`src/rtl/dmem_arbiter.sv`:
```
// rtl/dmem_arbiter.sv - two-requester data-memory arbiter with grant/access/complete sequencing
module dmem_arbiter #(
    parameter int DM_ADDRESS = 9,
    parameter int DATA_W     = 32,
    parameter int MAX_STREAK = 4
) (
    input  logic                  clk,
    input  logic                  rst_n,
    input  logic                  m0_req,
    input  logic                  m0_we,
    input  logic [DM_ADDRESS-1:0] m0_addr,
    input  logic [DATA_W-1:0]     m0_wdata,
    input  logic [2:0]            m0_funct3,
    output logic                  m0_gnt,
    output logic                  m0_done,
    output logic                  m0_err,
    input  logic                  m1_req,
    input  logic                  m1_we,
    input  logic [DM_ADDRESS-1:0] m1_addr,
    input  logic [DATA_W-1:0]     m1_wdata,
    input  logic [2:0]            m1_funct3,
    output logic                  m1_gnt,
    output logic                  m1_done,
    output logic                  m1_err,
    output logic [DATA_W-1:0]     rdata,
    output logic                  mem_read,
    output logic                  mem_write,
    output logic [DM_ADDRESS-1:0] mem_a,
    output logic [DATA_W-1:0]     mem_wd,
    output logic [2:0]            mem_funct3,
    input  logic [DATA_W-1:0]     mem_rd
);

    typedef enum logic {IDLE = 1'b0, ACCESS = 1'b1} state_t;

    localparam logic [3:0] STREAK_MAX = 4'(MAX_STREAK);

    state_t                  state;
    state_t                  state_next;
    logic                    cmd_we;
    logic                    cmd_id;
    logic [DM_ADDRESS-1:0]   cmd_addr;
    logic [DATA_W-1:0]       cmd_wdata;
    logic [2:0]              cmd_funct3;
    logic [3:0]              streak;
    logic                    done_q;
    logic                    done_id;
    logic                    err_q;
    logic                    any_req;
    logic                    pick_m1;
    logic                    decide;
    logic                    cmd_aligned;

    // Arbitration: M0 wins ties unless M1 has waited through MAX_STREAK M0 grants
    always_comb begin
        any_req = m0_req | m1_req;
        pick_m1 = m1_req && (!m0_req || (streak == STREAK_MAX));
        decide  = (state == IDLE) && any_req;
    end

    // Alignment of the latched command; sizes other than half/word are treated as aligned
    always_comb begin
        cmd_aligned = 1'b1;
        case (cmd_funct3)
            3'b001:  cmd_aligned = !cmd_addr[0];
            3'b010:  cmd_aligned = (cmd_addr[1:0] == 2'b00);
            default: cmd_aligned = 1'b1;
        endcase
    end

    // State register
    always_ff @(posedge clk or negedge rst_n) begin
        if (!rst_n) state <= IDLE;
        else        state <= state_next;
    end

    // Next state: every access occupies exactly one ACCESS cycle
    always_comb begin
        state_next = state;
        case (state)
            IDLE:    state_next = any_req ? ACCESS : IDLE;
            ACCESS:  state_next = IDLE;
            default: state_next = IDLE;
        endcase
    end

    // Outputs: grant and memory strobes during ACCESS, done/err from the completion register
    always_comb begin
        m0_gnt     = (state == ACCESS) && !cmd_id;
        m1_gnt     = (state == ACCESS) && cmd_id;
        mem_read   = (state == ACCESS) && !cmd_we && cmd_aligned;
        mem_write  = (state == ACCESS) && cmd_we && cmd_aligned;
        mem_a      = cmd_addr;
        mem_wd     = cmd_wdata;
        mem_funct3 = cmd_funct3;
        m0_done    = done_q && !done_id;
        m1_done    = done_q && done_id;
        m0_err     = done_q && !done_id && err_q;
        m1_err     = done_q && done_id && err_q;
    end

    // Command register and starvation counter, updated at each arbitration decision
    always_ff @(posedge clk or negedge rst_n) begin
        if (!rst_n) begin
            cmd_we     <= 1'b0;
            cmd_id     <= 1'b0;
            cmd_addr   <= '0;
            cmd_wdata  <= '0;
            cmd_funct3 <= 3'b000;
            streak     <= 4'd0;
        end else if (decide) begin
            cmd_id     <= pick_m1;
            cmd_we     <= pick_m1 ? m1_we     : m0_we;
            cmd_addr   <= pick_m1 ? m1_addr   : m0_addr;
            cmd_wdata  <= pick_m1 ? m1_wdata  : m0_wdata;
            cmd_funct3 <= pick_m1 ? m1_funct3 : m0_funct3;
            if (pick_m1 || !m1_req)
                streak <= 4'd0;
            else if (streak != STREAK_MAX)
                streak <= streak + 4'd1;
        end
    end

    // Completion: one-cycle done after ACCESS, load data captured only for aligned loads
    always_ff @(posedge clk or negedge rst_n) begin
        if (!rst_n) begin
            done_q  <= 1'b0;
            done_id <= 1'b0;
            err_q   <= 1'b0;
            rdata   <= '0;
        end else begin
            done_q  <= (state == ACCESS);
            done_id <= cmd_id;
            err_q   <= !cmd_aligned;
            if ((state == ACCESS) && !cmd_we && cmd_aligned)
                rdata <= mem_rd;
        end
    end

endmodule

```
`config.mk`:
```
export PLATFORM = sky130hd
export DESIGN_NAME = dmem_arbiter
export DESIGN_NICKNAME = d
export VERILOG_FILES = /design/src/rtl/dmem_arbiter.sv
export SDC_FILE = /design/constraint.sdc
export NUM_CORES = 1
export LEC_CHECK = 0
export BUFFER_PORTS_ARGS = -buffer_cell sky130_fd_sc_hd__buf_4
export CORE_ASPECT_RATIO = 0.8
export CORE_MARGIN = 8
export CORE_UTILIZATION = 47
export CTS_CLUSTER_SIZE = 25
export DETAILED_ROUTE_END_ITERATION = 16
export GPL_TIMING_DRIVEN = 0
export MAX_ROUTING_LAYER = met4
export PLACE_DENSITY_LB_ADDON = 0.12
export SYNTH_ARGS = -nofsm -noshare
export SYNTH_HDL_FRONTEND = slang
export SYNTH_SLANG_ARGS = --single-unit
```
`constraint.sdc`:
```
create_clock -name clk -period 1.7 [get_ports clk]
set_input_delay 0.34 -clock clk [delete_from_list [all_inputs] [get_ports clk]]
set_output_delay 0.34 -clock clk [all_outputs]
set_load 0.005 [all_outputs]
```
==> results.toml <==
[sta]
period_share_pct = 117
finalHoldViolCount = 0
post-route-min-period_ns = 2.00
rsz0062_at_grt = "yes"
setup_viol = 27
fin_ws_ns = -0.297
finClkSkew_ns = 0.00302
max_freq_ghz = 0.501
slew_viol_final = 0
fin_tns_setup_ns = -3.96
maxSlewHeadroom_pct = 25.4
worstMarginPinSlew_ns = 1.12

[critical_path]
required_ns = 1.36
arrival_ns = 1.66
critPathKind = "reg2out"
end_kind = "primary output"
critPathLaunchType = "register"
cp_max_fo = 4

[placed_design]
dpl.hpwl_mm = 10.8
place.gp.congestion = 0.805
pre_cts_slack_ns = -0.208
port-buffer-count = 209
placed_area_um2 = 6100

[clocking]
cts_buffer_depth = 2
ctsHtreeMaxLevel = 3
cts-root-buf = "clkbuf_16"
cts_buffers = 9
clock_latency_ns = 0.34
cts.clk_slew.worst_paths_ns = 0.06
numClockSinks = 86
cts_tree = "yes"

[logic_synthesis]
synth_top_area_share_pct = 49.1
ys_seq_elements = 86
synth.area.top_cells = "dfrtp_1, nand2_1, o32ai_2"
synth_cells = 446
syn_avg_cell_area_um2 = 9.83
yosysUniqueCellTypes = 37
yosysTopAreaCell = "dfrtp_1"
netlist_area_um2 = 4380
syn_nets = 574
synth_top_flop_cell = "dfrtp_1"
synthArstFlopShare_pct = 100
yosysSeqAreaShare_pct = 49.1
synth_edf_count = 0
ys_warn_count = 0

[floorplan]
initial_utilization_pct = 48.3
ioPinCount = 210
dieWidth_um = 124
std_cell_rows = 31
fp.dieH_um = 102
core_um2 = 9080
die-area_um2 = 12700

[power]
power.total_mw = 8.08
ir_worst_vdd_v = 0.000768
p_per_area_nw_per_um2 = 1170
p_leak_nw = 3.34

[drt]
routed-via-count = 4410
routed_via_density = 5.48
ant_nets = 0
wl_per_cell_um = 18.5
drtIter0Drc = 245
first_pass_iters = 4
wirelength_mm = 14.9
drc = 0

[final_layout]
area.growth.synth_to_final_pct = 57.0
diodes = 0
layout_commonest_cell = "buf_4"
fill_cells = 623
final_cell_mix = "buf_4, nand2_1, dfrtp_1, nand4_1, o211ai_1"
design_area_um2 = 6890
nets = 814
fin_util_pct = 75.9
drive_above_1_share_pct = 45.5

[global_route]
grt_max_degree = 87
antenna_found_initial = 0
grt_pass1_wl_mm = 22.8
grtUsageTotal_pct = 23.5
grt_pass1_vias = 4568
overflow = 0

[outcome]
violations = "setup timing"
status = "finished with violations"

[flow_run]
maxCapViolCount = 0

[hold_path]
hp-class = "in2async"
-- cells by family (layout without fill, tap and decap cells) --
logic type	after synthesis	after routing	synth area share, %
AOI/OAI and AO/OA	87	87	21.6
DFF	86	86	49.1
and+or+nand+nor	188	188	19.8
muxes	1	1	0.257
adders and majority gates	2	2	0.571
buffers and inverters	81	325	8.42
xor gates and xnor gates	1	1	0.200
-- synthesized netlist by cell type, types with 2 or more instances --
cell type / number
nand4_1: 46
dfrtp_1: 86
o32ai_2: 26
and2_1: 2
nor2_1: 5
clkbuf_1: 23
buf_6: 7
and3b_1: 2
o32ai_4: 2
o32ai_1: 4
o221ai_1: 2
o211ai_1: 44
ha_1: 2
buf_1: 2
buf_2: 10
nand2_1: 124
inv_1: 39
-- power breakdown --
part / total (mW) / internal, mW / switching [mW]
Combinational: 3.20 / 1.76 / 1.44
Clock: 1.96 / 1.17 / 0.791
Sequential: 2.93 / 2.58 / 0.345
Total: 8.08 / 5.50 / 2.58
-- layer usage --
| metal | up-vias | wire length (um) | GRT usage [%] |
|---|---|---|---|
| met1 | 2165 | 6090 | 29.1 |
| met2 | 156 | 7320 | 36.9 |
| met3 | 18 | 1240 | 6.68 |
| met4 | 0 | 227 | 6.75 |
| li1 | 2071 | - | - |
| met5 | - | 0 | - |
-- flip-flops by register name, summed over array words and instances, names as in the netlist --
| signal | cells |
|---|---|
| done_id | 1 |
| cmd_id | 1 |
| err_q | 1 |
| done_q | 1 |
| streak | 4 |
| mem_a | 9 |
| cmd_we | 1 |
| mem_funct3 | 3 |
| mem_wd | 32 |
| state | 1 |
| rdata | 32 |
-- metrics by stage --
| stage | hold WS [ns] | instances |
|---|---|---|
| floorplan | 0.0444 | 446 |
| global placement | 0.435 | 770 |
| detailed placement | 0.447 | 770 |
| CTS | 0.250 | 801 |
| global route | 0.268 | 805 |
| finish | 0.162 | 805 |
-- worst max-delay path, stage by stage, from the launching register on --
cell and delay [ns]:
dfrtp_1 0.41, and4bb_1 0.22, a311o_2 0.36, buf_12 0.15
nor2_4 0.07, buf_6 0.10
-- what timing repair did --
| action | CTS | global route |
|---|---|---|
| setup endpoints to repair | 74 | 83 |
| pin swaps | 7 | 5 |
| buffers inserted | 17 | 7 |
| gates cloned | 2 | 0 |
| hold buffers | 0 | 0 |
| gates resized for setup | 39 | 38 |
-- worst paths after layout --
kind | cells after the start | endpoint | startpoint | slack [ns]
setup reg to reg | 8 | rdata[3] | mem_funct3[1] | -0.24
min in group clk | 3 | mem_wd[1] | m1_wdata[1] | 0.27
setup / recovery | 5 | mem_read | mem_funct3[1] | -0.30
hold / removal | 1 | mem_a[4] | rst_n | 0.16
hold reg to reg | 0 | done_id | cmd_id | 0.48
max in group asynchronous | 1 | state | rst_n | 0.70
-- area by class of cell --
class	count	area (um2)	area share, %
Clock buffer	11	243	3.53
Inverter	39	149	2.16
Timing Repair Buffer	234	1830	26.6
Sequential cell	86	2150	31.3
Buffer	37	283	4.11
Tap cell	115	144	2.09
Multi-Input combinational cell	279	2040	29.6
Clock inverter	4	47.5	0.691
(Power assumes the default switching activity.)
